### src/rtl/shared_counter_sched_if.sv
// Bundle between the requesters, the shared-counter scheduler and the external up counter.
// The aborted signal only exists when SHARED_CTR_ABORT_EN is defined.
interface shared_counter_sched_if #(
    parameter int NUM_REQ = 4,
    parameter int CNT_W   = 8
);
    logic [NUM_REQ-1:0]       req;
    logic [NUM_REQ*CNT_W-1:0] len;
    logic [NUM_REQ-1:0]       gnt;
    logic [NUM_REQ-1:0]       done;
    logic                     busy;
    logic                     ctr_enable;
    logic                     ctr_clear;
    logic [CNT_W-1:0]         ctr_out;
`ifdef SHARED_CTR_ABORT_EN
    logic                     aborted;

    // master groups the requesters with the counter; slave is the scheduler itself
    modport master (
        output req, len, ctr_out,
        input  gnt, done, busy, ctr_enable, ctr_clear, aborted
    );
    modport slave (
        input  req, len, ctr_out,
        output gnt, done, busy, ctr_enable, ctr_clear, aborted
    );
`else
    // master groups the requesters with the counter; slave is the scheduler itself
    modport master (
        output req, len, ctr_out,
        input  gnt, done, busy, ctr_enable, ctr_clear
    );
    modport slave (
        input  req, len, ctr_out,
        output gnt, done, busy, ctr_enable, ctr_clear
    );
`endif
endinterface

### src/rtl/shared_counter_sched.sv
// Round-robin scheduler lending one external up counter to NUM_REQ requesters, one interval at a time.
// Optional early termination when the owner drops its request: define SHARED_CTR_ABORT_EN.
module shared_counter_sched #(
    parameter int NUM_REQ = 4,
    parameter int CNT_W   = 8
) (
    input  logic                 clk,
    input  logic                 reset,
    shared_counter_sched_if.slave bus
);
    localparam int IDX_W = (NUM_REQ > 1) ? $clog2(NUM_REQ) : 1;
    localparam logic [NUM_REQ-1:0] ONE_HOT0 = NUM_REQ'(1);

    typedef enum logic [1:0] {
        IDLE,
        CLEAR,
        RUN,
        DONE
    } state_t;

    state_t             state_q;
    logic [IDX_W-1:0]   owner_q;
    logic [IDX_W-1:0]   rrPtr_q;
    logic [CNT_W-1:0]   lenLat_q;
    logic [NUM_REQ-1:0] gnt_q;
    logic [NUM_REQ-1:0] done_q;
    logic               busy_q;
    logic               clear_q;

    logic [IDX_W-1:0]   pick_d;
    logic               pickValid_d;
    logic [CNT_W-1:0]   pickLen_d;
    logic [IDX_W-1:0]   nextPtr_d;
    logic               reachedLen_d;

    // Two passes give "first set bit at or above the pointer, else first set bit overall".
    always_comb begin
        pick_d      = '0;
        pickValid_d = 1'b0;
        for (int i = 0; i < NUM_REQ; i++) begin
            if (!pickValid_d && bus.req[i] && (IDX_W'(i) >= rrPtr_q)) begin
                pickValid_d = 1'b1;
                pick_d      = IDX_W'(i);
            end
        end
        for (int i = 0; i < NUM_REQ; i++) begin
            if (!pickValid_d && bus.req[i]) begin
                pickValid_d = 1'b1;
                pick_d      = IDX_W'(i);
            end
        end
    end

    always_comb begin
        pickLen_d = '0;
        for (int i = 0; i < NUM_REQ; i++) begin
            if (pick_d == IDX_W'(i)) begin
                pickLen_d = bus.len[i*CNT_W +: CNT_W];
            end
        end
    end

    assign nextPtr_d    = (owner_q == IDX_W'(NUM_REQ - 1)) ? '0 : owner_q + 1'b1;
    assign reachedLen_d = (bus.ctr_out == lenLat_q);

`ifdef SHARED_CTR_ABORT_EN
    logic ownerReq_d;
    logic aborted_q;

    assign ownerReq_d     = bus.req[owner_q];
    assign bus.ctr_enable = (state_q == RUN) && !reachedLen_d && ownerReq_d;
    assign bus.aborted    = aborted_q;
`else
    assign bus.ctr_enable = (state_q == RUN) && !reachedLen_d;
`endif

    assign bus.gnt       = gnt_q;
    assign bus.done      = done_q;
    assign bus.busy      = busy_q;
    assign bus.ctr_clear = clear_q;

    always_ff @(posedge clk) begin
        if (reset) begin
            state_q   <= IDLE;
            owner_q   <= '0;
            rrPtr_q   <= '0;
            lenLat_q  <= '0;
            gnt_q     <= '0;
            done_q    <= '0;
            busy_q    <= 1'b0;
            clear_q   <= 1'b0;
`ifdef SHARED_CTR_ABORT_EN
            aborted_q <= 1'b0;
`endif
        end else begin
            unique case (state_q)
                IDLE: begin
                    if (pickValid_d) begin
                        state_q  <= CLEAR;
                        owner_q  <= pick_d;
                        lenLat_q <= pickLen_d;
                        gnt_q    <= ONE_HOT0 << pick_d;
                        busy_q   <= 1'b1;
                        clear_q  <= 1'b1;
                    end
                end
                CLEAR: begin
                    clear_q <= 1'b0;
                    state_q <= RUN;
`ifdef SHARED_CTR_ABORT_EN
                    if (!ownerReq_d) begin
                        state_q   <= DONE;
                        done_q    <= ONE_HOT0 << owner_q;
                        aborted_q <= 1'b1;
                    end
`endif
                end
                RUN: begin
                    // A job that reaches its length counts as complete even if the request drops that same cycle.
                    if (reachedLen_d) begin
                        state_q <= DONE;
                        done_q  <= ONE_HOT0 << owner_q;
                    end
`ifdef SHARED_CTR_ABORT_EN
                    else if (!ownerReq_d) begin
                        state_q   <= DONE;
                        done_q    <= ONE_HOT0 << owner_q;
                        aborted_q <= 1'b1;
                    end
`endif
                end
                DONE: begin
                    state_q <= IDLE;
                    gnt_q   <= '0;
                    done_q  <= '0;
                    busy_q  <= 1'b0;
                    rrPtr_q <= nextPtr_d;
`ifdef SHARED_CTR_ABORT_EN
                    aborted_q <= 1'b0;
`endif
                end
                default: state_q <= IDLE;
            endcase
        end
    end

    gntOneHot: assert property (@(posedge clk) disable iff (reset) $onehot0(gnt_q));
    doneOneHot: assert property (@(posedge clk) disable iff (reset) $onehot0(done_q));

endmodule

### src/flat_wrapper.sv
// flat-port wrapper written by rule: the top's interface ports become plain ports
module shared_counter_sched_flat 
#(
    parameter int NUM_REQ = 4,
    parameter int CNT_W   = 8
)
  (clk, reset, bus_req, bus_len, bus_ctr_out, bus_gnt, bus_done, bus_busy, bus_ctr_enable, bus_ctr_clear);
  shared_counter_sched_if #(.NUM_REQ(NUM_REQ), .CNT_W(CNT_W)) bus_i ();
  input  logic clk;
  input  logic reset;
  input wire logic [$bits(bus_i.req)-1:0] bus_req;
  input wire logic [$bits(bus_i.len)-1:0] bus_len;
  input wire logic [$bits(bus_i.ctr_out)-1:0] bus_ctr_out;
  output wire logic [$bits(bus_i.gnt)-1:0] bus_gnt;
  output wire logic [$bits(bus_i.done)-1:0] bus_done;
  output wire logic [$bits(bus_i.busy)-1:0] bus_busy;
  output wire logic [$bits(bus_i.ctr_enable)-1:0] bus_ctr_enable;
  output wire logic [$bits(bus_i.ctr_clear)-1:0] bus_ctr_clear;
  assign bus_i.req = bus_req;
  assign bus_i.len = bus_len;
  assign bus_i.ctr_out = bus_ctr_out;
  assign bus_gnt = bus_i.gnt;
  assign bus_done = bus_i.done;
  assign bus_busy = bus_i.busy;
  assign bus_ctr_enable = bus_i.ctr_enable;
  assign bus_ctr_clear = bus_i.ctr_clear;
  shared_counter_sched #(.NUM_REQ(NUM_REQ), .CNT_W(CNT_W)) u_core (.clk(clk), .reset(reset), .bus(bus_i));
endmodule
### config.mk
export PLATFORM = sky130hd
export DESIGN_NAME = shared_counter_sched_flat
export DESIGN_NICKNAME = d
export VERILOG_FILES = /design/src/rtl/shared_counter_sched_if.sv /design/src/rtl/shared_counter_sched.sv /design/src/flat_wrapper.sv
export SDC_FILE = /design/constraint.sdc
export NUM_CORES = 1
export LEC_CHECK = 0
export CAP_MARGIN = 20
export CORE_ASPECT_RATIO = 1.2
export CORE_MARGIN = 2
export CORE_UTILIZATION = 40
export DETAILED_ROUTE_END_ITERATION = 10
export PLACE_DENSITY = 0.76
export SLEW_MARGIN = 30
export SYNTH_ARGS = -nofsm -noshare
export SYNTH_HDL_FRONTEND = slang
export SYNTH_SLANG_ARGS = --single-unit
### constraint.sdc
create_clock -name clk -period 1.9 [get_ports clk]
set_input_delay 0.19 -clock clk [delete_from_list [all_inputs] [get_ports clk]]
set_output_delay 0.19 -clock clk [all_outputs]
set_load 0.03 [all_outputs]
==> impl_summary.log <==
INFO  metric multi_input_comb_area = 0.00102 mm^2
INFO  metric timing.final.ws_setup = 0.119 ns
INFO  metric layout.cells.most_common = sky130_fd_sc_hd__clkdlybuf4s50_1
INFO  metric final_area = 0.00243 mm^2
INFO  metric globalRoute.totalOverflow = 0
INFO  metric boundaryPins = 57
INFO  metric core.rowCount = 25
INFO  metric mappedNetlistNets = 262
INFO  metric r2r.worst_path.cells = 5
INFO  metric gp_congestion = 0.832
INFO  metric worst-endpoint-arrival = 1.98 ns
INFO  metric grt_first_pass_wirelength = 7.30 mm
INFO  metric synth-seq-cells = 24
INFO  metric fillerInstances = 388
INFO  metric post-place-ws = -0.157 ns
INFO  metric path_buf_inv = 2
INFO  metric via_count_of_the_first_global_routing_pass = 1658
INFO  metric core_area = 0.00388 mm^2
INFO  metric cp_max_fo = 4
INFO  metric power.leakage = 0.954 nW
INFO  metric synth_seq_area_share = 30.3%
INFO  metric ctsLongestPathBuffers = 2
INFO  metric register_area = 480 um^2
INFO  metric die_w = 61.5 um
INFO  metric netlist-cell-type-count = 37
INFO  metric dpl-instance-area = 0.00239 mm^2
INFO  metric cts-root-buf = sky130_fd_sc_hd__clkbuf_8
INFO  metric routed-via-count = 1750
INFO  metric cts-buffers-inserted = 3
INFO  metric critical_path.reg2reg.startpoint = u_core.state_q[1]
INFO  metric worst_slew_pin_slew = 0.612 ns
INFO  metric synth.cell_area = 0.00159 mm^2
INFO  metric postCtsSetupRepairBufs = 0
INFO  metric setup_repair_after_global_routing_missed_its_margin = false
INFO  metric drtAntennaViolNets = 0
INFO  metric mostFrequentLayoutCells = sky130_fd_sc_hd__clkdlybuf4s50_1 (55), sky130_fd_sc_hd__buf_4 (30), sky130_fd_sc_hd__nor2_1 (24), sky130_fd_sc_hd__dfxtp_1 (24), sky130_fd_sc_hd__a21oi_1 (17)
INFO  metric io_buf_count = 56
INFO  metric drc = 0
INFO  metric worst-setup-path-type = input port to register
INFO  metric min_delay_path_depth = 2
INFO  metric max_cap_viol_count = 0
INFO  metric drive_above_1_share = 13.7%
INFO  metric num_antenna_cells = 0
INFO  metric clock-sinks = 24
INFO  metric nets = 341
INFO  metric sequentialPowerShare = 31.6%
INFO  metric finalWorstPathRequiredPeriod = 1.78 ns
INFO  metric half_perimeter_wire_length_of_the_detailed_placement_result = 3.47 mm
INFO  metric power.combinational.fraction = 56.0%
INFO  metric hold_slack = 0.472 ns
INFO  metric number_of_antenna_violations_at_the_first_check_in_global_routing = 0
INFO  metric run_status = completed
INFO  metric min_delay_worst_endpoint = u_core.bus.gnt[1]
INFO  metric vdd_drop_max = 0.442 mV
INFO  metric cellInternalPower = 1.42 mW
INFO  metric cells_after_synth = 207
INFO  metric clock_power_share = 12.5%
INFO  metric die_h = 73.0 um
INFO  metric starting_density_of_the_core = 40.9%
INFO  metric design.die.area = 0.00449 mm^2
INFO  metric post-route-period-util = 93.7%
INFO  metric grt_start_max_net_pins = 17
INFO  metric total_switching_power = 935 uW
INFO  metric normalized_max_slew_margin = 58.9%
INFO  metric skew = 0.00387 ns
INFO  metric synthesis.yosys.warnings = 0
INFO  metric path_clk_slew = 0.08 ns
INFO  metric endpoint_class_of_the_critical_path = register
INFO  metric cpLargestDelayFamily = simple AND/OR/NAND/NOR gates
INFO  metric drt-vias-per-instance = 5.18
INFO  metric worstHoldStart = u_core.bus.gnt[1]
INFO  metric globalRouteTotalUtil = 21.0%
INFO  metric crit-reg2reg-capture = u_core.lenLat_q[2]
INFO  metric mean_instance_size_in_the_synthesized_netlist = 7.67 um^2
INFO  metric drtPass1Iterations = 5
INFO  metric h-tree-depth = 1
INFO  metric setup.reg_to_reg.worst_slack = 0.14 ns
INFO  metric start_kind = input port
INFO  metric routedWlPerCell = 12.9 um
INFO  metric dr.first_iter.drc_count = 101
INFO  metric timing.critical_path.cells = clkdlybuf4s50_1, nor2_1, buf_4, nor4_4, nor2_2, or4_1, a21oi_1
INFO  metric finalSetupTns = 0 ns
INFO  metric cts_tree = built
INFO  metric crit_path_max_incr_delay = 0.52 ns
INFO  metric worstHoldPathType = register to register
INFO  metric max_freq = 0.561 GHz
INFO  metric power.density_cell_area = 965 mW/mm^2
INFO  metric clk-insertion-delay-late = 0.26 ns
INFO  metric hold_violation_total_from_the_final_report = 0
INFO  metric cpMaxStageDelayCell = sky130_fd_sc_hd__clkdlybuf4s50_1
INFO  metric setup_violations = 0
INFO  metric cp.required = 2.10 ns
INFO  metric maxSlewViolCount = 0
INFO  metric areaGrowthSynthToFinish = 53.3%
INFO  metric netSwitchingFraction = 39.8%
INFO  metric totalWireLength = 4.35 mm
==> metrics by stage <==
| stage | cells | utilization [%] | total power, mW |
|---|---|---|---|
| after floorplan | 207 | - | 1.53 |
| after global placement | 335 | 61.6 | 2.04 |
| after detailed placement | 335 | 61.6 | 2.07 |
| after CTS | 338 | 62.7 | 2.35 |
| after global routing | 338 | 62.8 | 2.56 |
| final | 338 | 62.8 | 2.35 |
==> sequential cells by signal, summed over array words and instances, names as in the netlist <==
signal and flops:
u_core.bus.gnt 4, u_core.state_q 2, u_core.bus.ctr_clear 1, u_core.lenLat_q 8
u_core.bus.busy 1, u_core.rrPtr_q 2, u_core.owner_q 2, u_core.bus.done 4
==> cells in the mapped netlist, drive strengths merged <==
cell / count / area [um^2]
a211o: 1 / 8.76
a211oi: 2 / 20.0
a21boi: 1 / 7.51
a21o: 1 / 7.51
a21oi: 17 / 85.1
a31oi: 4 / 25.0
a32oi: 1 / 8.76
and3: 8 / 50.1
buf: 2 / 12.5
clkbuf: 10 / 37.5
dfxtp: 24 / 480
ha: 9 / 113
inv: 12 / 45.0
mux2i: 2 / 20.0
nand2: 6 / 22.5
nand2b: 2 / 12.5
nand3: 12 / 60.1
nand4: 2 / 12.5
nor2: 25 / 96.4
nor2b: 5 / 31.3
nor3: 9 / 45.0
nor4: 10 / 77.6
o21ai: 14 / 70.1
o21bai: 2 / 15.0
o22a: 1 / 8.76
o31a: 8 / 70.1
o32a: 1 / 10.0
o32ai: 5 / 43.8
or2: 1 / 6.26
or4: 2 / 15.0
xnor2: 8 / 70.1
==> power by group through the flow <==
| stage | clock network [mW] | registers (mW) | logic, mW |
|---|---|---|---|
| floorplan | 0 | 0.788 | 0.746 |
| global placement | 0 | 0.748 | 1.29 |
| detailed placement | 0 | 0.753 | 1.31 |
| CTS | 0.300 | 0.741 | 1.31 |
| global route | 0.329 | 0.760 | 1.48 |
| finish | 0.293 | 0.742 | 1.32 |
==> how the worst max path moves through the flow <==
| stage | start | to | cells after the start |
|---|---|---|---|
| after floorplan | u_core.rrPtr_q[1] | u_core.lenLat_q[0] | 5 |
| after global placement | bus_req[1] | u_core.lenLat_q[6] | 7 |
| after detailed placement | bus_req[1] | u_core.lenLat_q[6] | 7 |
| after CTS | bus_req[1] | u_core.lenLat_q[6] | 7 |
| after global routing | u_core.state_q[1] | u_core.lenLat_q[2] | 5 |
| final | bus_req[1] | u_core.bus.gnt[1] | 7 |
==> repair_timing <==
| action | in CTS | in global routing |
|---|---|---|
| hold buffers | 0 | 0 |
| endpoints found under the hold margin | 0 | 0 |
| endpoints found under the setup margin | 1 | 1 |
| gates resized for setup | 1 | 1 |
==> layer usage <==
layer	global-route usage (%)	wire length (um)	up-vias
li1	-	-	903
met1	27.9	1830	792
met2	35.2	2280	51
met3	2.84	178	4
met4	5.20	57	0
met5	0	0	-
==> logic make-up after synthesis <==
family | synth area share (%)
flip-flops | 30.3
AND/OR/NAND/NOR | 27.0
AO/OA/AOI/OAI | 24.0
multiplexers | 1.26
buffers and inverters | 5.99
adder cells (fa/ha/maj) | 7.09
XOR/XNOR | 4.41
==> layout make-up <==
cell class	count	area share (%)
timing repair buffer	86	32.2
inverter	12	1.85
clock buffer	3	1.70
tap	54	2.77
sequential	24	19.7
multi-input combinational	159	41.7
==> tightest hold or removal path: cells and delay by family (launching register included) <==
family,cells,cell delay (ns)
AND/OR/NAND/NOR,1,0.06
flip-flops,1,0.32
AO/OA/AOI/OAI,1,0.05
No activity file was read; power rests on OpenSTA's default activity.
